`src/rtl/muldiv_unit.sv`:
```
// Iterative RV64M multiply/divide unit for the EX stage. Resolves one bit per
// cycle, holds the pipeline through exe_stall_req, then presents the result for one cycle.
module muldiv_unit #(
  parameter int XLEN  = 64,
  parameter int CNT_W = 7
) (
  input  logic            clock,
  input  logic            reset,
  input  logic            op_valid,
  input  logic [3:0]      op,
  input  logic [XLEN-1:0] src1,
  input  logic [XLEN-1:0] src2,
  input  logic            flush,
  output logic            exe_stall_req,
  output logic            result_valid,
  output logic [XLEN-1:0] result,
  output logic            busy
);
  localparam int HALF = XLEN / 2;
  localparam logic [1:0] S_IDLE = 2'd0;
  localparam logic [1:0] S_BUSY = 2'd1;
  localparam logic [1:0] S_DONE = 2'd2;
  localparam logic [CNT_W-1:0] LAST_D = CNT_W'(XLEN - 1);
  localparam logic [CNT_W-1:0] LAST_W = CNT_W'(HALF - 1);

  function automatic logic [XLEN-1:0] sext_w(input logic [HALF-1:0] v);
    return {{HALF{v[HALF-1]}}, v};
  endfunction

  logic [1:0]        r_state;
  logic [CNT_W-1:0]  r_cnt;
  logic [3:0]        r_op;
  logic              r_neg;
  logic [2*XLEN-1:0] r_acc;
  logic [2*XLEN-1:0] r_mcand;
  logic [XLEN-1:0]   r_mplier;
  logic [XLEN-1:0]   r_rem;
  logic [XLEN-1:0]   r_quo;
  logic [XLEN-1:0]   r_dsor;
  logic [XLEN-1:0]   r_result;

  // Capture-side decode: operand extension, magnitudes, result sign, special cases
  logic [3:0]      w_op;
  logic            w_is_div, w_is_w, w_is_rem, w_a_sgn, w_b_sgn;
  logic            w_a_neg, w_b_neg, w_neg, w_div0, w_ovf;
  logic [XLEN-1:0] w_a_ext, w_b_ext, w_a_mag, w_b_mag, w_min, w_spec;

  always_comb begin
    w_op     = (op inside {4'd9, 4'd10, 4'd11}) ? 4'd0 : op;
    w_is_div = w_op[2];
    w_is_w   = w_op[3];
    w_is_rem = w_is_div & w_op[1];
    w_a_sgn  = w_is_div ? ~w_op[0] : (w_op == 4'd1 || w_op == 4'd2);
    w_b_sgn  = w_is_div ? ~w_op[0] : (w_op == 4'd1);
    if (w_is_w) begin
      w_a_ext = w_a_sgn ? sext_w(src1[HALF-1:0]) : {{HALF{1'b0}}, src1[HALF-1:0]};
      w_b_ext = w_b_sgn ? sext_w(src2[HALF-1:0]) : {{HALF{1'b0}}, src2[HALF-1:0]};
      w_min   = {{(HALF+1){1'b1}}, {(HALF-1){1'b0}}};
    end else begin
      w_a_ext = src1;
      w_b_ext = src2;
      w_min   = {1'b1, {(XLEN-1){1'b0}}};
    end
    w_a_neg = w_a_sgn & w_a_ext[XLEN-1];
    w_b_neg = w_b_sgn & w_b_ext[XLEN-1];
    w_a_mag = w_a_neg ? -w_a_ext : w_a_ext;
    w_b_mag = w_b_neg ? -w_b_ext : w_b_ext;
    w_neg   = w_is_rem ? w_a_neg : (w_a_neg ^ w_b_neg);
    w_div0  = w_is_div & (w_b_ext == '0);
    w_ovf   = w_is_div & w_a_sgn & (w_a_ext == w_min) & (&w_b_ext);
    if (w_div0) w_spec = w_is_rem ? w_a_ext : '1;
    else        w_spec = w_is_rem ? '0 : w_a_ext;
    if (w_is_w) w_spec = sext_w(w_spec[HALF-1:0]);
  end

  // One iteration step; the final result is formed from the step's next values
  logic [2*XLEN-1:0] w_acc_nxt, w_prod;
  logic [XLEN:0]     w_rem_sh, w_diff;
  logic [XLEN-1:0]   w_rem_nxt, w_quo_nxt, w_q, w_r, w_fin;
  logic              w_ge, w_last;

  always_comb begin
    w_acc_nxt = r_mplier[0] ? (r_acc + r_mcand) : r_acc;
    w_rem_sh  = {r_rem, r_quo[XLEN-1]};
    w_diff    = w_rem_sh - {1'b0, r_dsor};
    w_ge      = ~w_diff[XLEN];
    w_rem_nxt = w_ge ? w_diff[XLEN-1:0] : w_rem_sh[XLEN-1:0];
    w_quo_nxt = {r_quo[XLEN-2:0], w_ge};
    w_prod    = r_neg ? -w_acc_nxt : w_acc_nxt;
    w_q       = r_neg ? -w_quo_nxt : w_quo_nxt;
    w_r       = r_neg ? -w_rem_nxt : w_rem_nxt;
    case (r_op[2:0])
      3'd0:             w_fin = w_prod[XLEN-1:0];
      3'd1, 3'd2, 3'd3: w_fin = w_prod[2*XLEN-1:XLEN];
      3'd4, 3'd5:       w_fin = w_q;
      default:          w_fin = w_r;
    endcase
    if (r_op[3]) w_fin = sext_w(w_fin[HALF-1:0]);
    w_last = (r_cnt == (r_op[3] ? LAST_W : LAST_D));
  end

  always_ff @(posedge clock or posedge reset) begin
    if (reset) begin
      r_state  <= S_IDLE;
      r_cnt    <= '0;
      r_op     <= '0;
      r_neg    <= 1'b0;
      r_acc    <= '0;
      r_mcand  <= '0;
      r_mplier <= '0;
      r_rem    <= '0;
      r_quo    <= '0;
      r_dsor   <= '0;
      r_result <= '0;
    end else if (flush) begin
      r_state  <= S_IDLE;
      r_cnt    <= '0;
      r_result <= '0;
    end else begin
      case (r_state)
        S_IDLE: if (op_valid) begin
          r_op     <= w_op;
          r_neg    <= w_neg;
          r_cnt    <= '0;
          r_acc    <= '0;
          r_mcand  <= {{XLEN{1'b0}}, w_a_mag};
          r_mplier <= w_b_mag;
          r_rem    <= '0;
          // W dividends sit in the top half so the MSB-first walk ends after HALF steps
          r_quo    <= w_is_w ? {w_a_mag[HALF-1:0], {HALF{1'b0}}} : w_a_mag;
          r_dsor   <= w_b_mag;
          if (w_div0 | w_ovf) begin
            r_state  <= S_DONE;
            r_result <= w_spec;
          end else begin
            r_state  <= S_BUSY;
          end
        end
        S_BUSY: begin
          r_acc    <= w_acc_nxt;
          r_mcand  <= r_mcand << 1;
          r_mplier <= r_mplier >> 1;
          r_rem    <= w_rem_nxt;
          r_quo    <= w_quo_nxt;
          if (w_last) begin
            r_state  <= S_DONE;
            r_cnt    <= '0;
            r_result <= w_fin;
          end else begin
            r_cnt    <= r_cnt + 1'b1;
          end
        end
        S_DONE: begin
          r_state  <= S_IDLE;
          r_result <= '0;
        end
        default: r_state <= S_IDLE;
      endcase
    end
  end

  assign exe_stall_req = ~reset & ~flush &
                         (((r_state == S_IDLE) & op_valid) | (r_state == S_BUSY));
  assign result_valid  = (r_state == S_DONE);
  assign busy          = (r_state != S_IDLE);
  assign result        = r_result;

endmodule

```
`config.mk`:
```
export PLATFORM = sky130hd
export DESIGN_NAME = muldiv_unit
export DESIGN_NICKNAME = d
export VERILOG_FILES = /design/src/rtl/muldiv_unit.sv
export SDC_FILE = /design/constraint.sdc
export NUM_CORES = 2
export LEC_CHECK = 0
export ABC_AREA = 1
export CORE_MARGIN = 2
export CORE_UTILIZATION = 30
export CTS_CLUSTER_DIAMETER = 120
export DETAILED_ROUTE_END_ITERATION = 12
export PLACE_DENSITY_LB_ADDON = 0.15
export SETUP_SLACK_MARGIN = 0.3
export SLEW_MARGIN = 0
export SYNTH_ARGS = -nofsm -noshare
export SYNTH_HDL_FRONTEND = slang
export SYNTH_SLANG_ARGS = --single-unit
```
`constraint.sdc`:
```
create_clock -name clock -period 24.5 [get_ports clock]
set_input_delay 2.45 -clock clock [delete_from_list [all_inputs] [get_ports clock]]
set_output_delay 2.45 -clock clock [all_outputs]
set_load 0.005 [all_outputs]
```
==> impl_metrics.tcl <==
set metrics [dict create \
    outcome "complete, but fails checks" \
    violations "max-capacitance violations, max-slew violations" \
    power_uw 11400 \
    ctsLongestPathBuffers 3 \
    fp.dieArea_um2 215000 \
    setup_ws_ns 16.88 \
    setup_viol 0 \
    grt_max_degree 140 \
    worstReg2RegEnd "result[60]" \
    ir_drop_v 0.000129 \
    setup_tns_ns 0 \
    ys_types 69 \
    crit_path_max_fanout 62 \
    syn-mean-instance-area_um2 5.65 \
    grt_usage_pct 37.4 \
    ys_seq_area_share_pct 23.3 \
    required_ns 25.10 \
    drv_slew 3 \
    rsz0062_at_grt "no" \
    synth_ff_type "dfrtp_1" \
    drc 0 \
    die_h_um 463 \
    ys_warn_count 0 \
    path_clk_slew_ns 0.06 \
    wl_um 414000 \
    wire_per_inst_um 29.4 \
    grt_remaining_overflow 0 \
    crit_end "r_quo[43]" \
    period_minus_slack_ns 7.62 \
    place_congestion 1.04 \
    start_kind "input port" \
    ys_top_cells_by_area "nand2_1, dfrtp_1, inv_1" \
    setup.worst_path.start "op[3]" \
    holdPathStages 2 \
    synth_top_cell_by_area "nand2_1" \
    antenna_found_initial 23 \
    cts_buffers 86 \
    rr_worst_depth 33 \
    hold_start "r_dsor[60]" \
    clkSinkCount 590 \
    timing.rr.start "r_dsor[16]" \
    cts_tree "done" \
    rows 168 \
    drtPass1Iterations 6 \
    cp.arrival_ns 8.22 \
    hold_class "reg -> reg" \
    netlist_instances 11208 \
    cts_resized 0 \
    cts_setup_buffers 0 \
    synth-seq-cells 590 \
    synthDominantCellAreaShare_pct 24.0 \
    final_layout_size_suffix_gt1_share_pct 3.81 \
    dieWidth_um 463 \
    syn-num-nets 11547 \
    drt_iter0_markers 8503 \
    holdWs_ns 0.483 \
    finalClockSkew_ns 0.0534 \
    synth_most_common_cell "nand2_1" \
    grt_pass1_wl_um 573000 \
    ant_nets 0 \
    viasPerCell 5.43 \
    final_nets 11561 \
    dp_slack_ns 16.31 \
    critical_path_class "in -> reg" \
    ios 203 \
    hold_violations 0 \
    yosys-top-cells-count "nand2_1, inv_1, nor2_1" \
    power_leakage_uw 0.0364 \
    max_freq_mhz 131 \
    root_buffer "clkbuf_16" \
    reg2reg_slack_ns 17.03 \
    htree_levels 3 \
    grt_pass1_vias 72904 \
    portBuffers 202 \
    post-route-period-util_pct 31.1 \
    tightest_slew_ns 1.50 \
    core_area_um2 210000 \
    clock_latency_ns 0.77 \
    start_util_pct 30.2 \
    ys_async_sr_fraction_pct 100 \
    dp_hpwl_um 344000 \
    powerDensity_nw_per_um2 161 \
    fillerInstances 24256 \
    cts_hold_buf 0 \
    synth_edf_count 0 \
    max_slew_margin_pct -1.15 \
    via_count 76603 \
    syn_area_um2 63300 \
    end_kind "flop" \
    max-cap-violations 1 \
    synthToLayoutAreaGrowth_pct 12.0 \
]
[logic make-up (layout without fill, tap and decap cells)]
| family | count (synthesis) | in the layout | synth area share, % |
|---|---|---|---|
| flops | 590 | 590 | 23.3 |
| simple gates | 6500 | 6500 | 42.4 |
| other cells | 0 | 8 | 0 |
| buf+inv | 2251 | 2330 | 14.0 |
| xor+xnor | 170 | 170 | 2.35 |
| compound gates | 1494 | 1494 | 13.9 |
| fa+ha+maj | 203 | 203 | 4.04 |
[stage by stage]
stage	instance area [µm²]	instances	util (%)
CTS	70900	14092	33.8
finish	70900	14100	33.8
floorplan	63300	11208	-
detailed placement	67900	13939	32.4
global route	70900	14093	33.8
global placement	67900	13939	32.4
[state kept, by name, summed over array words and instances (netlist names)]
signal and cells:
r_acc 128, r_cnt 7, r_dsor 64, r_mcand 128
r_mplier 64, r_neg 1, r_op 4, r_quo 64
r_rem 64, r_state 2, result 64
[power by group]
group / internal [µW] / switching [µW]
sequential: 1330 / 419
clock: 805 / 574
combinational: 2070 / 6250
total: 4200 / 7240
[how the worst min path moves through the flow]
| stage | endpoint | slack (ns) |
|---|---|---|
| floorplan | r_op[0] | 0.45 |
| detailed placement | result[20] | 0.47 |
| finish | r_dsor[60] | 0.48 |
| global placement | r_dsor[32] | 0.47 |
| CTS | r_mplier[30] | 0.48 |
| global route | r_dsor[39] | 0.50 |
[layout make-up]
class                   instances  area [µm²]  area share, %
diodes                          8        20.0         0.0282
clock buffers                 116        2430           3.43
clock inverters                37         572          0.807
inverters                    1897        7150           10.1
multi-input cells            8367       39800           56.1
flip-flops and latches        590       14800           20.8
well taps                    2805        3510           4.95
repair buffers                280        2650           3.73
[worst max-delay path: stages]
cell and delay [ns]:
clkdlybuf4s50_1 0.54, inv_1 0.09, nor2_2 0.13, o21ai_1 0.12, nand2_4 0.60, nor2_1 0.12
nand2_1 0.31, inv_2 0.32, a21oi_1 0.25, inv_1 0.11, nand2_2 0.42, clkinv_1 0.70
buf_4 0.51, nand2_1 0.16, o21ai_0 0.11, xor2_1 0.84, nand2_1 0.11, o21ai_0 0.12
o221ai_1 0.13
[per-layer routing]
| metal | wire length (µm) | up-vias | global-route usage [%] |
|---|---|---|---|
| met1 | 172000 | 36934 | 47.4 |
| met4 | 31800 | 16 | 24.0 |
| met2 | 184000 | 3346 | 59.6 |
| met3 | 26400 | 717 | 5.39 |
| li1 | - | 35590 | - |
| met5 | 102 | - | 0 |
[cell usage in the layout (no fill, tap or decap), types with 19 or more instances in the layout]
cell,instances
nand3_1,866
o21ai_0,484
ha_1,200
nand2_2,80
nor2_1,1083
xnor2_1,22
buf_4,75
nand2_1,4038
nor3_1,103
o21ai_1,22
nand3b_1,44
a31oi_1,32
clkbuf_16,86
xor2_1,148
nand4_1,147
a211oi_1,19
a21oi_1,415
nor4_1,35
inv_1,1870
dfrtp_1,588
o221ai_1,124
o22ai_1,232
nor2_2,35
o211ai_1,80
clkdlybuf4s50_1,202
Note: power is estimated with default switching activity, not from simulation.
